File: src/rtl/pulse_pkg.sv
// Shared definitions for the pulse-measurement blocks.
package pulse_pkg;

   typedef enum logic [1:0] {
      IDLE = 2'b00,
      HIGH = 2'b01,
      LOW  = 2'b10
   } state_t;

endpackage

File: src/rtl/pulse_sync_edge.sv
// Two-flop synchronizer for DATA_IN with registered rise/fall detection.
module pulse_sync_edge (
   input  logic CLK_IN,
   input  logic rst_n,
   input  logic DATA_IN,
   output logic s,
   output logic rise,
   output logic fall
);

   logic       sync1;
   logic       sync2;
   logic       s_d;
   logic       armed;
   logic [1:0] fill;

   // Edges are suppressed until a low level has been seen after reset, so an
   // input already high at release is not mistaken for a fresh rising edge.
   always_ff @(posedge CLK_IN or negedge rst_n) begin
      if (!rst_n) begin
         sync1 <= 1'b0;
         sync2 <= 1'b0;
         s_d   <= 1'b0;
         fill  <= '0;
         armed <= 1'b0;
         rise  <= 1'b0;
         fall  <= 1'b0;
      end else begin
         sync1 <= DATA_IN;
         sync2 <= sync1;
         s_d   <= sync2;
         fill  <= {fill[0], 1'b1};
         if (fill[1] && !sync2)
            armed <= 1'b1;
         rise  <= armed & sync2 & ~s_d;
         fall  <= armed & ~sync2 & s_d;
      end
   end

   // s_d is the level aligned with the registered rise/fall pulses.
   assign s = s_d;

endmodule

File: src/rtl/pulse_meter.sv
// Measures high time and rising-edge period of DATA_IN in CLK_IN cycles.
module pulse_meter
   import pulse_pkg::*;
#(
   parameter int unsigned TIMEOUT = 1000,
   parameter int unsigned CNT_W   = 21
) (
   input  logic             CLK_IN,
   input  logic             rst_n,
   input  logic             DATA_IN,
   input  logic             meas_ready,
   output logic             meas_valid,
   output logic [CNT_W-1:0] meas_width,
   output logic [CNT_W-1:0] meas_period,
   output logic             timeout,
   output logic             overrun,
   output logic             busy
);

   localparam logic [CNT_W-1:0] TIMEOUT_C = CNT_W'(TIMEOUT);
   localparam logic [CNT_W-1:0] ONE_C     = CNT_W'(1);

   state_t           state;
   state_t           state_nxt;
   logic [CNT_W-1:0] wcnt;
   logic [CNT_W-1:0] pcnt;
   logic             s;
   logic             rise;
   logic             fall;
   logic             at_limit;
   logic             publish;

   pulse_sync_edge u_sync (
      .CLK_IN  (CLK_IN),
      .rst_n   (rst_n),
      .DATA_IN (DATA_IN),
      .s       (s),
      .rise    (rise),
      .fall    (fall)
   );

   assign at_limit = (pcnt == TIMEOUT_C);

   always_ff @(posedge CLK_IN or negedge rst_n) begin
      if (!rst_n)
         state <= IDLE;
      else
         state <= state_nxt;
   end

   always_comb begin
      state_nxt = state;
      case (state)
         IDLE: if (rise) state_nxt = HIGH;
         HIGH: begin
            if (at_limit && !rise) state_nxt = IDLE;
            else if (fall)         state_nxt = LOW;
         end
         LOW: begin
            if (rise)          state_nxt = HIGH;
            else if (at_limit) state_nxt = IDLE;
         end
         default: state_nxt = IDLE;
      endcase
   end

   always_comb begin
      busy    = (state != IDLE);
      timeout = (state != IDLE) && at_limit && !rise;
      publish = (state == LOW) && rise;
   end

   always_ff @(posedge CLK_IN or negedge rst_n) begin
      if (!rst_n) begin
         wcnt <= '0;
         pcnt <= '0;
      end else begin
         case (state)
            IDLE: begin
               wcnt <= rise ? ONE_C : '0;
               pcnt <= rise ? ONE_C : '0;
            end
            HIGH: begin
               if (timeout) begin
                  wcnt <= '0;
                  pcnt <= '0;
               end else begin
                  pcnt <= pcnt + ONE_C;
                  if (s && !fall)
                     wcnt <= wcnt + ONE_C;
               end
            end
            LOW: begin
               if (rise) begin
                  wcnt <= ONE_C;
                  pcnt <= ONE_C;
               end else if (timeout) begin
                  wcnt <= '0;
                  pcnt <= '0;
               end else begin
                  pcnt <= pcnt + ONE_C;
               end
            end
            default: begin
               wcnt <= '0;
               pcnt <= '0;
            end
         endcase
      end
   end

   // A result held without acceptance is never overwritten; the newer one is lost.
   always_ff @(posedge CLK_IN or negedge rst_n) begin
      if (!rst_n) begin
         meas_valid  <= 1'b0;
         meas_width  <= '0;
         meas_period <= '0;
         overrun     <= 1'b0;
      end else begin
         if (publish) begin
            if (!meas_valid || meas_ready) begin
               meas_valid  <= 1'b1;
               meas_width  <= wcnt;
               meas_period <= pcnt;
            end else begin
               overrun <= 1'b1;
            end
         end else if (meas_ready) begin
            meas_valid <= 1'b0;
         end
      end
   end

endmodule

File: config.mk
export PLATFORM = sky130hd
export DESIGN_NAME = pulse_meter
export DESIGN_NICKNAME = d
export VERILOG_FILES = /design/src/rtl/pulse_pkg.sv /design/src/rtl/pulse_sync_edge.sv /design/src/rtl/pulse_meter.sv
export SDC_FILE = /design/constraint.sdc
export NUM_CORES = 1
export LEC_CHECK = 0
export ABC_AREA = 0
export CAP_MARGIN = 0
export CORE_UTILIZATION = 60
export CTS_BUF_LIST = sky130_fd_sc_hd__clkbuf_16
export DETAILED_ROUTE_END_ITERATION = 8
export GPL_ROUTABILITY_DRIVEN = 0
export PLACE_DENSITY = 0.82
export SLEW_MARGIN = 30
export SYNTH_ARGS = -nofsm -noshare
export SYNTH_HDL_FRONTEND = slang
export SYNTH_SLANG_ARGS = --single-unit
File: constraint.sdc
create_clock -name CLK_IN -period 4.3 [get_ports CLK_IN]
set_input_delay 0.43 -clock CLK_IN [delete_from_list [all_inputs] [get_ports CLK_IN]]
set_output_delay 0.43 -clock CLK_IN [all_outputs]
set_load 0.05 [all_outputs]
---- After elaboration in Yosys (flattened, before gate mapping) ----
Index checks and enable logic that the tools add are counted.
operators by class
  muxes and demuxes ....................... 18
  bitwise logic cells ..................... 7
  reductions and logical operators ........ 19
  equality and inequality tests ........... 9
  add/subtract/negate cells ............... 2
operator list
  operator               count
  $mux 21                6
  $pmux 21 s3            2
  $add 21x1->21 const B  2
  $eq 21x10->1 const B   1
  $mux 2                 5
  $ne 3x2->1 const B     3
  $reduce_and 2->1       4
  $logic_and 1x1->1      6
  $pmux 2 s3             1
  $and 1x1->1            4
  $logic_not 1->1        4
  $mux 1                 4
  $ne 2x1->1 const B     2
  $reduce_bool 2->1      2
  $ne 3x3->1 const B     1
  $not 1->1              3
  $reduce_and 3->1       1
  $eq 2x1->1 const B     1
  $eq 2x2->1 const B     1
  $logic_not 2->1        1
  $logic_or 1x1->1       1
word-level totals
  bits of input ports ..................... 4
  bits in registers ....................... 96

---- Logic depth before layout (Yosys ltp) ----
Gate-level depths: netlist (run 1).
  depth after elaboration ................. 6
  mapped depth ............................ 9
  depth with buffers taken out ............ 7

---- Hierarchy ----
From an unflattened synthesis (run 1), not the netlist that was laid out.
second synthesis, totals
  cell total of the unflattened synthesis .. 373
  area total of the unflattened synthesis .. 4277.9 µm²
modules (own cells, without submodules)
  module           area an instance (µm²)  cells an instance  times used
  pulse_meter      4047.6                  359                1
  pulse_sync_edge  230.2                   14                 1

---- Least setup slack after synthesis (run 1) ----
OpenSTA, ideal clock, no wires.
  kind .................................... register to output
  from .................................... register pcnt[0]
  to ...................................... output timeout
  data arrival time ....................... 1920 ps
  slack ................................... 1950 ps
  stages on the path, launching flop included .. 6
  path buffers ............................ 0
  cells stage by stage .................... dfrtp_1 > inv_1 > ha_1 > or4bb_1 > nor4b_4 > and3_1
between the ends
  word-level cells in the longest chain between the ends .. 3
RTL lines
  what                            RTL line            text
  from (decl)                     pulse_meter.sv:26   logic [CNT_W-1:0] pcnt;
  from (signal assigned)          pulse_meter.sv:81   pcnt <= rise ? ONE_C : '0;
  from (signal assigned)          pulse_meter.sv:88   pcnt <= pcnt + ONE_C;
  from (signal assigned)          pulse_meter.sv:101  pcnt <= pcnt + ONE_C;
  $eq 21x10->1                    pulse_meter.sv:42   assign at_limit = (pcnt == TIMEOUT_C);
  $logic_and 1x1->1 (2 in a row)  pulse_meter.sv:69   timeout = (state != IDLE) && at_limit && !rise;
  to (decl)                       pulse_meter.sv:15   output logic timeout,
No other way between the ends.

---- Worst setup path in the final report (run 1) ----
Ends and elaborated chain as after synthesis.

==> metrics, run 1 <==
worst slack, placed=1.13 ns; RR Endpoint=pcnt[13]; clock skew=0.00732 ns; pins over their slew limit=0; Post-CTS Setup Bufs=0; CP max FO=5; final number of hold-violating endpoints=0; Fin Setup TNS=0 ns; Final ANT Viol Nets=0; vias in the first global route=2935; Mapped Area=0.00430 mm²; Final WS setup=0.905 ns; P&R area growth vs syn=21.1%; synthesized area per cell=11.5 µm²; initial DRC count=229; Worst setup SP type=flop; minimum clock period=3.40 ns; Vias=3072; # fillers=479; reg2reg setup slack=1.22 ns; commonest non-fill, non-tap cell in the layout=dfrtp_1; Mapped Cells=375; Reg clk slew, reported paths=0.06 ns; largest net degree at the start of global routing=63; R2R Path Start=pcnt[0]; Clk Latency, worst-skew pair=0.33 ns; Global Route Usage Sum=25.4%; share of cells above drive strength 1=16.4%; hold crit path type=primary input to async pin; f_max=295 MHz; global-route wire length before repair=14.6 mm; TritonRoute pass-1 iters=5; # H-tree levels=3; # DRC=0; Crit Path Category=flop to output port; crit-path leading delay family=simple AND/OR/NAND/NOR gates; Tot Pwr=2.13 mW; diode count=0; worst IR drop on VDD=0.000310 V; drt via density=5.89; clock buffer depth=2; post-DP HPWL=5.70 mm; grt ovf=0; crit path cell chain=inv_1 > ha_1 > or4bb_1 > nor4b_4 > and3_1 > clkdlybuf4s50_1; Die ar.=0.00750 mm²; fin nets=429; CTS tree=yes; Tcrit/Tclk final=79.0%; Data arrival, critical path=2.97 ns; ys async rst share=100%; prevailing post-synth register cell=dfrtp_1; Reg2Reg Depth=8; most frequent cells in the layout=dfrtp_1, clkdlybuf4s50_1, mux2_2; number of distinct library cells after synthesis=44; Max-slew headroom=44.2%; hold_buf cts=0; Root Buffer=clkbuf_16; Pwr per Cell Area=408 mW/mm²; YS warnings=0; DIE HEIGHT=86.6 µm; number of synthesized flops with an enable pin=0; sequential share of the synthesized area=55.9%; Routed WL=8.53 mm; Post-CTS Resized=0; CP required=3.87 ns; Avg WL per Cell=16.3 µm; Rows=30; Horiz. Die Dim=86.6 µm; number of buffers created by CTS=9; leakage=2.22 nW; Initial Util=62.6%; IO Pins=50; Net Count, Synth=382; critical path's slowest cell=clkdlybuf4s50_1; count of final setup violators=0; initial antenna violation count=0; core box area=0.00687 mm²; max cap viols=0; #FFs+latches synth=96; Slew @ Worst Pin=0.830 ns; crit end category=output port; CP Buf/Inv Count=2; Worst path max stage delay=0.81 ns; CTS Sinks=96; count of buffers from port buffering=49; status=completed; RSZ-0062 raised after global routing=false
[stage by stage]
stage                     utilization (%)  hold slack (ns)  cell area (µm²)  cells
after detailed placement             71.6            0.354             4920    507
final                                75.8            0.155             5200    522
after global routing                 75.8            0.231             5200    522
after CTS                            75.6            0.199             5190    522
after global placement               70.8            0.333             4860    505
after floorplan                         -            0.134             4300    375
[flip-flops by register name (all words and copies together), names as in the netlist]
name,cells
u_sync.sync1,1
u_sync.fill,2
u_sync.rise,1
wcnt,21
state,2
meas_period,21
u_sync.sync2,1
meas_valid,1
u_sync.armed,1
overrun,1
u_sync.s,1
pcnt,21
u_sync.fall,1
meas_width,21
[synthesized netlist by cell type (2+ instances only)]
| library cell | number | area [µm²] |
|---|---|---|
| a21oi_1 | 17 | 85.1 |
| and2_1 | 2 | 12.5 |
| and3_1 | 8 | 50.1 |
| and4_1 | 2 | 17.5 |
| buf_2 | 5 | 25.0 |
| clkbuf_1 | 12 | 45.0 |
| dfrtp_1 | 96 | 2400 |
| ha_1 | 3 | 37.5 |
| inv_1 | 12 | 45.0 |
| mux2_2 | 42 | 473 |
| mux2i_1 | 4 | 40.0 |
| nand2_1 | 20 | 75.1 |
| nand2b_1 | 6 | 37.5 |
| nand3_1 | 12 | 60.1 |
| nand4_1 | 6 | 37.5 |
| nor2_1 | 34 | 128 |
| nor2b_1 | 3 | 18.8 |
| nor3_1 | 5 | 25.0 |
| nor4_1 | 6 | 37.5 |
| o21ai_0 | 7 | 35.0 |
| o21bai_1 | 5 | 37.5 |
| o31ai_1 | 11 | 82.6 |
| o41ai_1 | 4 | 35.0 |
| or2_2 | 3 | 18.8 |
| or3_1 | 2 | 12.5 |
| or4_1 | 10 | 75.1 |
| or4b_1 | 4 | 40.0 |
| xnor2_1 | 14 | 123 |
| xor2_1 | 5 | 43.8 |
[cell families after synthesis]
kind of cell / count (synthesis) / share of synthesized area [%]
other: 1 / 0.0873
adders and majority gates: 3 / 0.874
AOI/OAI and AO/OA: 50 / 7.48
xor gates and xnor gates: 19 / 3.87
muxes: 46 / 11.9
DFF: 96 / 55.9
and+or+nand+nor: 130 / 16.9
buffers and inverters: 30 / 2.94
[worst max path at each step]
| stage | to | from | slack, ns | cells after the start |
|---|---|---|---|---|
| after floorplan | timeout | pcnt[0] | 1.95 | 5 |
| after global placement | pcnt[16] | pcnt[0] | 1.26 | 8 |
| after detailed placement | pcnt[13] | pcnt[0] | 1.13 | 8 |
| after CTS | timeout | pcnt[0] | 0.98 | 6 |
| after global routing | timeout | pcnt[0] | 0.80 | 6 |
| final | timeout | pcnt[0] | 0.90 | 6 |
[power breakdown]
group / total (mW) / leakage [nW] / internal (mW) / switching (mW)
logic: 0.390 / 0.772 / 0.125 / 0.265
registers: 0.987 / 1.31 / 0.945 / 0.0428
clock network: 0.748 / 0.138 / 0.439 / 0.309
total: 2.13 / 2.22 / 1.51 / 0.616
[final cells by class]
type	instances	area, µm²	area share (%)
flip-flops and latches	96	2400	46.2
multi-input cells	249	1800	34.5
well taps	96	120	2.31
repair buffers	54	566	10.9
clock buffers	9	225	4.33
clock inverters	6	51.3	0.986
inverters	12	45.0	0.865
[routing by layer]
layer / part of all wire (%) / global-route usage [%] / vias to the layer above
met5: 0 / 0 / -
met4: 1.0 / 8.94 / 0
met1: 48 / 37.7 / 1529
met2: 47 / 38.7 / 101
li1: - / - / 1434
met3: 4.9 / 3.62 / 8
Power figures use the tool's default switching activity.
==> run 2, diff against run 1 <==
--- a/config.mk
+++ b/config.mk
@@ -7,11 +7,11 @@
 export LEC_CHECK = 0
 export ABC_AREA = 0
 export CAP_MARGIN = 0
-export CORE_UTILIZATION = 60
+export CORE_UTILIZATION = 50
 export CTS_BUF_LIST = sky130_fd_sc_hd__clkbuf_16
 export DETAILED_ROUTE_END_ITERATION = 8
 export GPL_ROUTABILITY_DRIVEN = 0
-export PLACE_DENSITY = 0.82
+export PLACE_DENSITY = 0.72
 export SLEW_MARGIN = 30
 export SYNTH_ARGS = -nofsm -noshare
 export SYNTH_HDL_FRONTEND = slang
==> constraint.sdc (replaced) <==
create_clock -name CLK_IN -period 2.95 [get_ports CLK_IN]
set_input_delay 0.295 -clock CLK_IN [delete_from_list [all_inputs] [get_ports CLK_IN]]
set_output_delay 0.295 -clock CLK_IN [all_outputs]
set_load 0.05 [all_outputs]
==> run 2 against run 1 <==
Net effect: setup slack got worse by 0.58 ns; design area about the same; critical path type unchanged; count of clock-buffer cells in the layout unchanged; sequential share of layout area about the same; non-clock buffer count increased by 2; largest cell class unchanged; critical endpoint unchanged.
==> metrics, run 2 (synthesized netlist as in run 1, its figures left out) <==
RSZ-0062 raised after global routing=false; Final WS setup=0.320 ns; Initial Util=52.0%; Crit Path Category=flop to output port; Die ar.=0.00897 mm²; share of cells above drive strength 1=17.5%; vias in the first global route=2804; Tcrit/Tclk final=89.2%; fin nets=431; Tot Pwr=3.09 mW; drt via density=5.55; CP required=2.65 ns; Fin Setup TNS=0 ns; IO Pins=50; CTS Sinks=96; clock buffer depth=2; diode count=0; commonest non-fill, non-tap cell in the layout=dfrtp_1; initial DRC count=177; Root Buffer=clkbuf_16; Final ANT Viol Nets=0; Final Non-Filler Cells=534; leakage=2.23 nW; status=completed; minimum clock period=2.63 ns; max cap viols=0; count of buffers from port buffering=49; Rows=33; critical path's slowest cell=or4bb_1; post-DP HPWL=5.46 mm; # H-tree levels=3; initial antenna violation count=0; Worst path max stage delay=0.53 ns; crit end category=output port; # DRC=0; worst slack, placed=0.358 ns; f_max=380 MHz; Vias=2962; Worst setup SP type=flop; Reg clk slew, reported paths=0.07 ns; pins over their slew limit=0; count of final setup violators=0; CP max FO=5; most frequent cells in the layout=dfrtp_1, clkdlybuf4s50_1, mux2_2; clock skew=0.0101 ns; final number of hold-violating endpoints=0; largest net degree at the start of global routing=65; hold crit path type=primary input to async pin; Clk Latency, worst-skew pair=0.34 ns; Post-CTS Resized=0; number of buffers created by CTS=9; DIE HEIGHT=94.7 µm; Global Route Usage Sum=20.5%; Data arrival, critical path=2.34 ns; P&R area growth vs syn=21.2%; CTS tree=yes; Horiz. Die Dim=94.7 µm; core box area=0.00826 mm²; worst IR drop on VDD=0.000439 V; Slew @ Worst Pin=0.811 ns; TritonRoute pass-1 iters=4; crit path cell chain=inv_1 > ha_1 > or4bb_1 > nor4b_4 > and3_1 > buf_4; global-route wire length before repair=14.0 mm; Post-CTS Setup Bufs=0; Pwr per Cell Area=593 mW/mm²; hold_buf cts=0; Max-slew headroom=45.9%; Routed WL=8.25 mm; grt ovf=0; Avg WL per Cell=15.5 µm; dpl cells=518
## run 2: critical path: cells and delay by family, from the launching register on
family,cells,cell delay (ns)
DFF,1,0.42
buffers and inverters,2,0.29
and+or+nand+nor,3,1.15
adders and majority gates,1,0.13
## run 2: per-layer routing
layer / global-route usage [%] / wire [µm] / vias up
li1: - / - / 1443
met2: 28.1 / 3660 / 60
met4: 7.20 / 46 / 0
met1: 31.4 / 4230 / 1454
met3: 4.75 / 306 / 5
met5: 0 / 0 / -
## run 2: worst paths after layout
path | startpoint | slack (ns) | to | depth (start not counted)
max | pcnt[0] | 0.32 | timeout | 6
min | rst_n | 0.06 | wcnt[19] | 1
max reg2reg | pcnt[0] | 0.38 | wcnt[11] | 7
min reg2reg | u_sync.fill[0] | 0.35 | u_sync.fill[1] | 0
max in group asynchronous | rst_n | 2.23 | meas_period[9] | 2
min in group CLK_IN | u_sync.fill[0] | 0.35 | u_sync.fill[1] | 0
## run 2: report_power, final
part | switching (mW) | total, mW | internal (mW)
clock | 0.493 | 1.06 | 0.571
combinational | 0.388 | 0.586 | 0.198
sequential | 0.0614 | 1.44 | 1.38
total | 0.943 | 3.09 | 2.15
## run 2: stage by stage
stage	area, µm²	hold slack, ns	util (%)
floorplan	4300	-0.000591	-
global placement	4930	0.332	59.7
detailed placement	4930	0.335	59.7
CTS	5200	0.0791	63.0
global route	5210	0.126	63.0
finish	5210	0.0568	63.0
## run 2: final cells by class
class	instances	area (µm²)
Inverter	12	45.0
Clock buffer	9	225
Multi-Input combinational cell	249	1790
Sequential cell	96	2400
Fill cell	657	3050
Clock inverter	7	47.5
Tap cell	105	131
Timing Repair Buffer	56	563
